**src/rtl/rv_pkg.sv**
```systemverilog
// Shared pipeline definitions: memory-op field layout, length codes,
// MEM stage FSM states and the register width.
package rv_pkg;

    localparam int XLEN = 32;

    localparam int ME_EN     = 4;
    localparam int ME_LEN_HI = 3;
    localparam int ME_LEN_LO = 2;
    localparam int ME_WR     = 1;
    localparam int ME_UNS    = 0;

    localparam logic [1:0] LEN_B = 2'd0;
    localparam logic [1:0] LEN_H = 2'd1;
    localparam logic [1:0] LEN_W = 2'd3;

    typedef enum logic [1:0] {
        IDLE,
        GNT,
        XFER,
        DONE
    } mem_state_e;

    function automatic logic [2:0] len_bytes(input logic [1:0] len);
        return {1'b0, len} + 3'd1;
    endfunction

endpackage

```
**src/rtl/mem_load_ext.sv**
```systemverilog
// Load byte assembly: merges the incoming RAM byte into the partial word
// and sign/zero-extends the result according to the access length.
module mem_load_ext #(
    parameter int XLEN = rv_pkg::XLEN
) (
    input  logic [31:0]     asm_i,
    input  logic [7:0]      din_i,
    input  logic [1:0]      idx_i,
    input  logic [1:0]      len_i,
    input  logic            uns_i,
    output logic [31:0]     asm_o,
    output logic [XLEN-1:0] ext_o
);
    import rv_pkg::*;

    logic sgn;

    always_comb begin
        asm_o = asm_i;
        asm_o[{idx_i, 3'b000} +: 8] = din_i;
        sgn   = 1'b0;
        ext_o = '0;
        case (len_i)
            LEN_B: begin
                sgn = ~uns_i & asm_o[7];
                ext_o = {XLEN{sgn}};
                ext_o[7:0] = asm_o[7:0];
            end
            LEN_H: begin
                sgn = ~uns_i & asm_o[15];
                ext_o = {XLEN{sgn}};
                ext_o[15:0] = asm_o[15:0];
            end
            default: begin
                sgn = ~uns_i & asm_o[31];
                ext_o = {XLEN{sgn}};
                ext_o[31:0] = asm_o;
            end
        endcase
    end

endmodule

```
**src/rtl/mem_stage.sv**
```systemverilog
// Memory-access stage: byte-serial loads/stores over a shared 8-bit RAM port.
// Define MEM_STAGE_FWD_EN to drive the fwd_* bypass to ID.
module mem_stage #(
    parameter int ADDR_W = 32,
    parameter int XLEN   = rv_pkg::XLEN
) (
    input  logic              clk,
    input  logic              rst,
    input  logic [4:0]        ex_wa,
    input  logic              ex_we,
    input  logic [XLEN-1:0]   ex_res,
    input  logic [4:0]        ex_mem_e,
    input  logic [XLEN-1:0]   ex_mem_n,
    output logic              ram_req,
    input  logic              ram_gnt,
    output logic [ADDR_W-1:0] ram_a,
    output logic              ram_wr,
    output logic [7:0]        ram_dout,
    input  logic [7:0]        ram_din,
    output logic              stall_req,
    output logic [4:0]        wb_wa,
    output logic              wb_we,
    output logic [XLEN-1:0]   wb_data,
    output logic [4:0]        fwd_wa,
    output logic              fwd_we,
    output logic [XLEN-1:0]   fwd_data
);
    import rv_pkg::*;

    mem_state_e        state_q;
    logic [2:0]        cnt_q;
    logic [ADDR_W-1:0] addr_q;
    logic [XLEN-1:0]   data_q;
    logic [4:0]        wa_q;
    logic              we_q;
    logic [1:0]        len_q;
    logic              wr_q;
    logic              uns_q;
    logic [31:0]       asm_q;
    logic [31:0]       asm_d;
    logic              ram_req_q;
    logic [4:0]        wb_wa_q;
    logic              wb_we_q;
    logic [XLEN-1:0]   wb_data_q;

    logic              en_ok;
    logic [2:0]        nbytes;
    logic [2:0]        last_cnt;
    logic              addr_ph;
    logic [1:0]        cap_idx;
    logic [XLEN-1:0]   ext_data;

    // len=2 is not a legal size; such ops fall through as plain ALU results
    assign en_ok = ex_mem_e[ME_EN]
                 && (ex_mem_e[ME_LEN_HI:ME_LEN_LO] != 2'd2);

    assign nbytes   = len_bytes(len_q);
    assign last_cnt = wr_q ? nbytes - 3'd1 : nbytes;
    assign addr_ph  = (state_q == XFER) && (cnt_q < nbytes);
    assign cap_idx  = 2'(cnt_q - 3'd1);

    assign ram_req  = ram_req_q;
    assign ram_a    = addr_ph ? addr_q + ADDR_W'(cnt_q) : '0;
    assign ram_wr   = addr_ph & wr_q;
    assign ram_dout = (addr_ph & wr_q)
                    ? data_q[{cnt_q[1:0], 3'b000} +: 8] : 8'h00;

    assign stall_req = (state_q == IDLE) ? en_ok
                     : (state_q != DONE);

    assign wb_wa   = wb_wa_q;
    assign wb_we   = wb_we_q;
    assign wb_data = wb_data_q;

`ifdef MEM_STAGE_FWD_EN
    assign fwd_wa   = wb_wa_q;
    assign fwd_we   = wb_we_q;
    assign fwd_data = wb_data_q;
`else
    assign fwd_wa   = '0;
    assign fwd_we   = 1'b0;
    assign fwd_data = '0;
`endif

    mem_load_ext #(
        .XLEN(XLEN)
    ) u_ext (
        .asm_i(asm_q),
        .din_i(ram_din),
        .idx_i(cap_idx),
        .len_i(len_q),
        .uns_i(uns_q),
        .asm_o(asm_d),
        .ext_o(ext_data)
    );

    always_ff @(posedge clk) begin
        if (rst) begin
            state_q   <= IDLE;
            cnt_q     <= '0;
            addr_q    <= '0;
            data_q    <= '0;
            wa_q      <= '0;
            we_q      <= 1'b0;
            len_q     <= '0;
            wr_q      <= 1'b0;
            uns_q     <= 1'b0;
            asm_q     <= '0;
            ram_req_q <= 1'b0;
            wb_wa_q   <= '0;
            wb_we_q   <= 1'b0;
            wb_data_q <= '0;
        end else begin
            unique case (state_q)
                IDLE: begin
                    if (en_ok) begin
                        state_q   <= GNT;
                        ram_req_q <= 1'b1;
                        addr_q    <= ex_res[ADDR_W-1:0];
                        data_q    <= ex_mem_n;
                        wa_q      <= ex_wa;
                        we_q      <= ex_we;
                        len_q     <= ex_mem_e[ME_LEN_HI:ME_LEN_LO];
                        wr_q      <= ex_mem_e[ME_WR];
                        uns_q     <= ex_mem_e[ME_UNS];
                        asm_q     <= '0;
                        cnt_q     <= '0;
                        wb_we_q   <= 1'b0;
                    end else begin
                        wb_wa_q   <= ex_wa;
                        wb_we_q   <= ex_we;
                        wb_data_q <= ex_res;
                    end
                end
                GNT: begin
                    if (ram_gnt) begin
                        state_q <= XFER;
                        cnt_q   <= '0;
                    end
                end
                XFER: begin
                    // load data lags its address by one cycle
                    if (!wr_q && cnt_q != 3'd0) begin
                        asm_q <= asm_d;
                    end
                    if (cnt_q == last_cnt) begin
                        state_q   <= DONE;
                        ram_req_q <= 1'b0;
                        wb_wa_q   <= wa_q;
                        wb_we_q   <= we_q & ~wr_q;
                        wb_data_q <= wr_q ? '0 : ext_data;
                    end else begin
                        cnt_q <= cnt_q + 3'd1;
                    end
                end
                DONE: begin
                    state_q <= IDLE;
                    wb_we_q <= 1'b0;
                end
                default: state_q <= IDLE;
            endcase
        end
    end

    a_gnt_held: assert property (
        @(posedge clk) disable iff (rst)
        (state_q == XFER) |-> ram_gnt
    );

endmodule

```
**config.mk**
```make
export PLATFORM = sky130hd
export DESIGN_NAME = mem_stage
export DESIGN_NICKNAME = d
export VERILOG_FILES = /design/src/rtl/rv_pkg.sv /design/src/rtl/mem_load_ext.sv /design/src/rtl/mem_stage.sv
export SDC_FILE = /design/constraint.sdc
export NUM_CORES = 1
export LEC_CHECK = 0
export ABC_CLOCK_PERIOD_IN_PS = 5530
export CAP_MARGIN = 30
export CORE_ASPECT_RATIO = 0.8
export CORE_MARGIN = 3
export CORE_UTILIZATION = 54
export DETAILED_ROUTE_END_ITERATION = 8
export PLACE_DENSITY_LB_ADDON = 0.3
export RECOVER_POWER = 50
export SETUP_SLACK_MARGIN = 0.05
export SLEW_MARGIN = 20
export SYNTH_ARGS = -nofsm -noshare
export SYNTH_HDL_FRONTEND = slang
export SYNTH_SLANG_ARGS = --single-unit
```
**constraint.sdc**
```tcl
create_clock -name clk -period 5.53 [get_ports clk]
set_input_delay 1.106 -clock clk [delete_from_list [all_inputs] [get_ports clk]]
set_output_delay 1.106 -clock clk [all_outputs]
set_load 0.03 [all_outputs]
```
==> impl_metrics.tcl <==
set metrics [dict create \
    whs_ps 454 \
    synth_edf_count 0 \
    wl_met3_mm 2.17 \
    synth_xor_area_share_pct 2.94 \
    grt_max_degree 76 \
    setup_viol 0 \
    vias_per_cell 5.90 \
    dieHeight_um 115 \
    dr.pass1.iters 5 \
    grt_pass1_wl_mm 37.1 \
    top_layer "met4" \
    fill_cells 1207 \
    ios 205 \
    drv_slew 0 \
    clk-insertion-delay-late_ps 420 \
    vias 7738 \
    synth-main-ff-cell "dfxtp_1" \
    cts_sinks 150 \
    hold_violations 0 \
    synth.avg_cell_area_sq_um 8.07 \
    p_int_mw 2.63 \
    clk_pin_slew_ps 60 \
    drive_gt1_share_pct 6.74 \
    fin_skew_ps 8.48 \
    wl_met2_mm 10.6 \
    slew_headroom_pct 17.8 \
    drc 0 \
    n_antenna_cell 0 \
    grt_pass1_vias 6928 \
    ant_nets 0 \
    power_switching_mw 1.83 \
    clockBufferDepth 2 \
    ys_seq_area_share_pct 37.3 \
    grt_setup_unrepaired "no" \
    status "complete, no violations" \
    synth_top_family_by_area "simple AND/OR/NAND/NOR gates" \
    multi_input_area_sq_um 4500 \
    synth_fa_ha_area_share_pct 3.04 \
    cts_resized 0 \
    wl_per_cell_um 17.9 \
    yosys.cell_types.count 68 \
    area_growth_pct 25.5 \
    final_cell_mix "nand2_1 (166), dfxtp_1 (150), a21oi_1 (130)" \
    hold_path_depth 2 \
    cp-start-kind "flip-flop" \
    worstSetupPathType "reg2out" \
    synth_area_sq_um 8060 \
    hold_buffers 0 \
    end_kind "output pin" \
    rows 39 \
    p_per_area_nw_per_um2 440 \
    sw_frac_of_total_pct 41.0 \
    cts_made_buffers 17 \
    p_comb_share_pct 43.1 \
    fin_tns_setup_ps 0 \
    critPathArrivalTime_ps 3530 \
    htreeDepth 4 \
    ff2ff_path_depth 9 \
    max-vdd-ir-drop_mv 0.320 \
    synth_compound_area_share_pct 22.2 \
    post-route-period-util_pct 83.9 \
    met1Wirelength_mm 10.5 \
    totalWireLength_mm 23.5 \
    post-route-util_pct 70.0 \
    ys_async_sr_fraction_pct 0 \
    die_area_sq_um 16400 \
    ys_ff_latch 150 \
    worstMarginPinSlew_ps 1220 \
    start_util_pct 55.8 \
    grt_use_total_pct 28.2 \
    core_region_area_sq_um 14400 \
    yosys.area_share.simple_pct 22.6 \
    antenna_found_initial 0 \
    crit_fanout 17 \
    port_buffers 166 \
    min_path_type "reg2reg" \
    timing.fmax_ghz 0.216 \
    fin_nets 1222 \
    hpwl_mm 16.5 \
    muxShareOfSynthArea_pct 3.25 \
    max_cap_viol_count 0 \
    required_ps 4420 \
    syn_inst 998 \
    synth-warning-count 0 \
    seqPwrFrac_pct 32.3 \
    clockPowerShare_pct 24.6 \
    place.gp.congestion 0.889 \
    cts-root-buf "clkbuf_16" \
    drt_iter0_markers 741 \
    dieWidth_um 143 \
    fin_crit_ps 4640 \
    mostFrequentLayoutCell "nand2_1" \
    grt-ovfl-total 0 \
    seq_area_sq_um 3000 \
    leakage_nw 3.68 \
    cts_setup_buffers 0 \
    cts_tree "built" \
]
critical path, stage by stage (launching register included):
cell and delay (ps):
dfxtp_1 870, ha_1 260, a21o_1 100, a21oi_1 60, buf_4 180, or4_4 450, or3_1 350, a21oi_1 150
clkdlybuf4s50_1 680
metal layers:
metal  vias up  global-route usage, %
met2       347                   43.0
met5         -                      0
li1       3693                      -
met4         0                   5.64
met1      3678                   41.2
met3        20                   6.65
Yosys cell counts (8+ instances only):
| library cell | n | area (sq um) |
|---|---|---|
| o31ai_1 | 16 | 120 |
| nand2b_1 | 14 | 87.6 |
| o21ai_0 | 10 | 50.1 |
| a22o_1 | 8 | 70.1 |
| nand2_1 | 166 | 623 |
| a211oi_2 | 13 | 163 |
| a31oi_1 | 19 | 119 |
| mux4_2 | 8 | 180 |
| nor4_1 | 11 | 68.8 |
| a21oi_1 | 130 | 651 |
| nand3_1 | 18 | 90.1 |
| nor2_1 | 78 | 293 |
| and3_1 | 12 | 75.1 |
| inv_1 | 16 | 60.1 |
| dfxtp_1 | 150 | 3000 |
| a22oi_1 | 25 | 188 |
| a221oi_1 | 16 | 140 |
| buf_4 | 41 | 308 |
| nor3_1 | 24 | 120 |
| ha_1 | 18 | 225 |
| nor2b_1 | 20 | 125 |
| clkbuf_1 | 62 | 233 |
| xnor2_1 | 24 | 210 |
path summary, 6_finish.rpt:
check,start,endpoint,slack [ps]
max,cnt_q[1],ram_a[31],890
min,data_q[7],data_q[7],450
max reg2reg,len_q[0],wb_data[16],1930
min reg2reg,data_q[7],data_q[7],450
final cells by class:
type                            instances  share of cell area [%]
Tap cell                              184                    2.28
Multi-Input combinational cell        752                    44.5
Timing Repair Buffer                  178                    17.4
Inverter                               18                   0.668
Clock inverter                          4                   0.446
Clock buffer                           25                    5.00
Sequential cell                       150                    29.7
registers in the layout, indices dropped and copies added, names as in the netlist:
register	cells
cnt_q	3
state_q	2
ram_req	1
wb_wa	5
we_q	1
wb_data	32
wa_q	5
addr_q	32
len_q	2
data_q	32
uns_q	1
wr_q	1
asm_q	32
wb_we	1
per-stage QoR:
stage | power, mW | std cells | setup WS (ps) | instance area, sq um
after floorplan | 2.81 | 1035 | 1970 | 8190
after global placement | 3.37 | 1281 | 1360 | 9560
after detailed placement | 3.40 | 1281 | 1290 | 9560
after CTS | 4.50 | 1310 | 838 | 10100
after global routing | 4.69 | 1311 | 672 | 10100
final | 4.45 | 1311 | 892 | 10100
logic make-up (layout without fill, tap and decap cells):
| kind of cell | after synthesis | in the layout |
|---|---|---|
| AO/OA/AOI/OAI | 269 | 269 |
| other | 1 | 38 |
| AND/OR/NAND/NOR | 383 | 383 |
| adder cells (fa/ha/maj) | 19 | 19 |
| buffers and inverters | 133 | 225 |
| XOR/XNOR | 27 | 27 |
| flip-flops | 150 | 150 |
| multiplexers | 16 | 16 |
power groups by stage:
stage | combinational (mW) | clock, mW | sequential [mW]
5_1_grt | 2.08 | 1.15 | 1.46
2_1_floorplan | 1.19 | 0 | 1.62
3_3_place_gp | 1.91 | 0 | 1.45
3_5_place_dp | 1.94 | 0 | 1.46
6_report | 1.92 | 1.10 | 1.44
4_1_cts | 1.95 | 1.11 | 1.44
No activity file was read; power rests on OpenSTA's default activity.
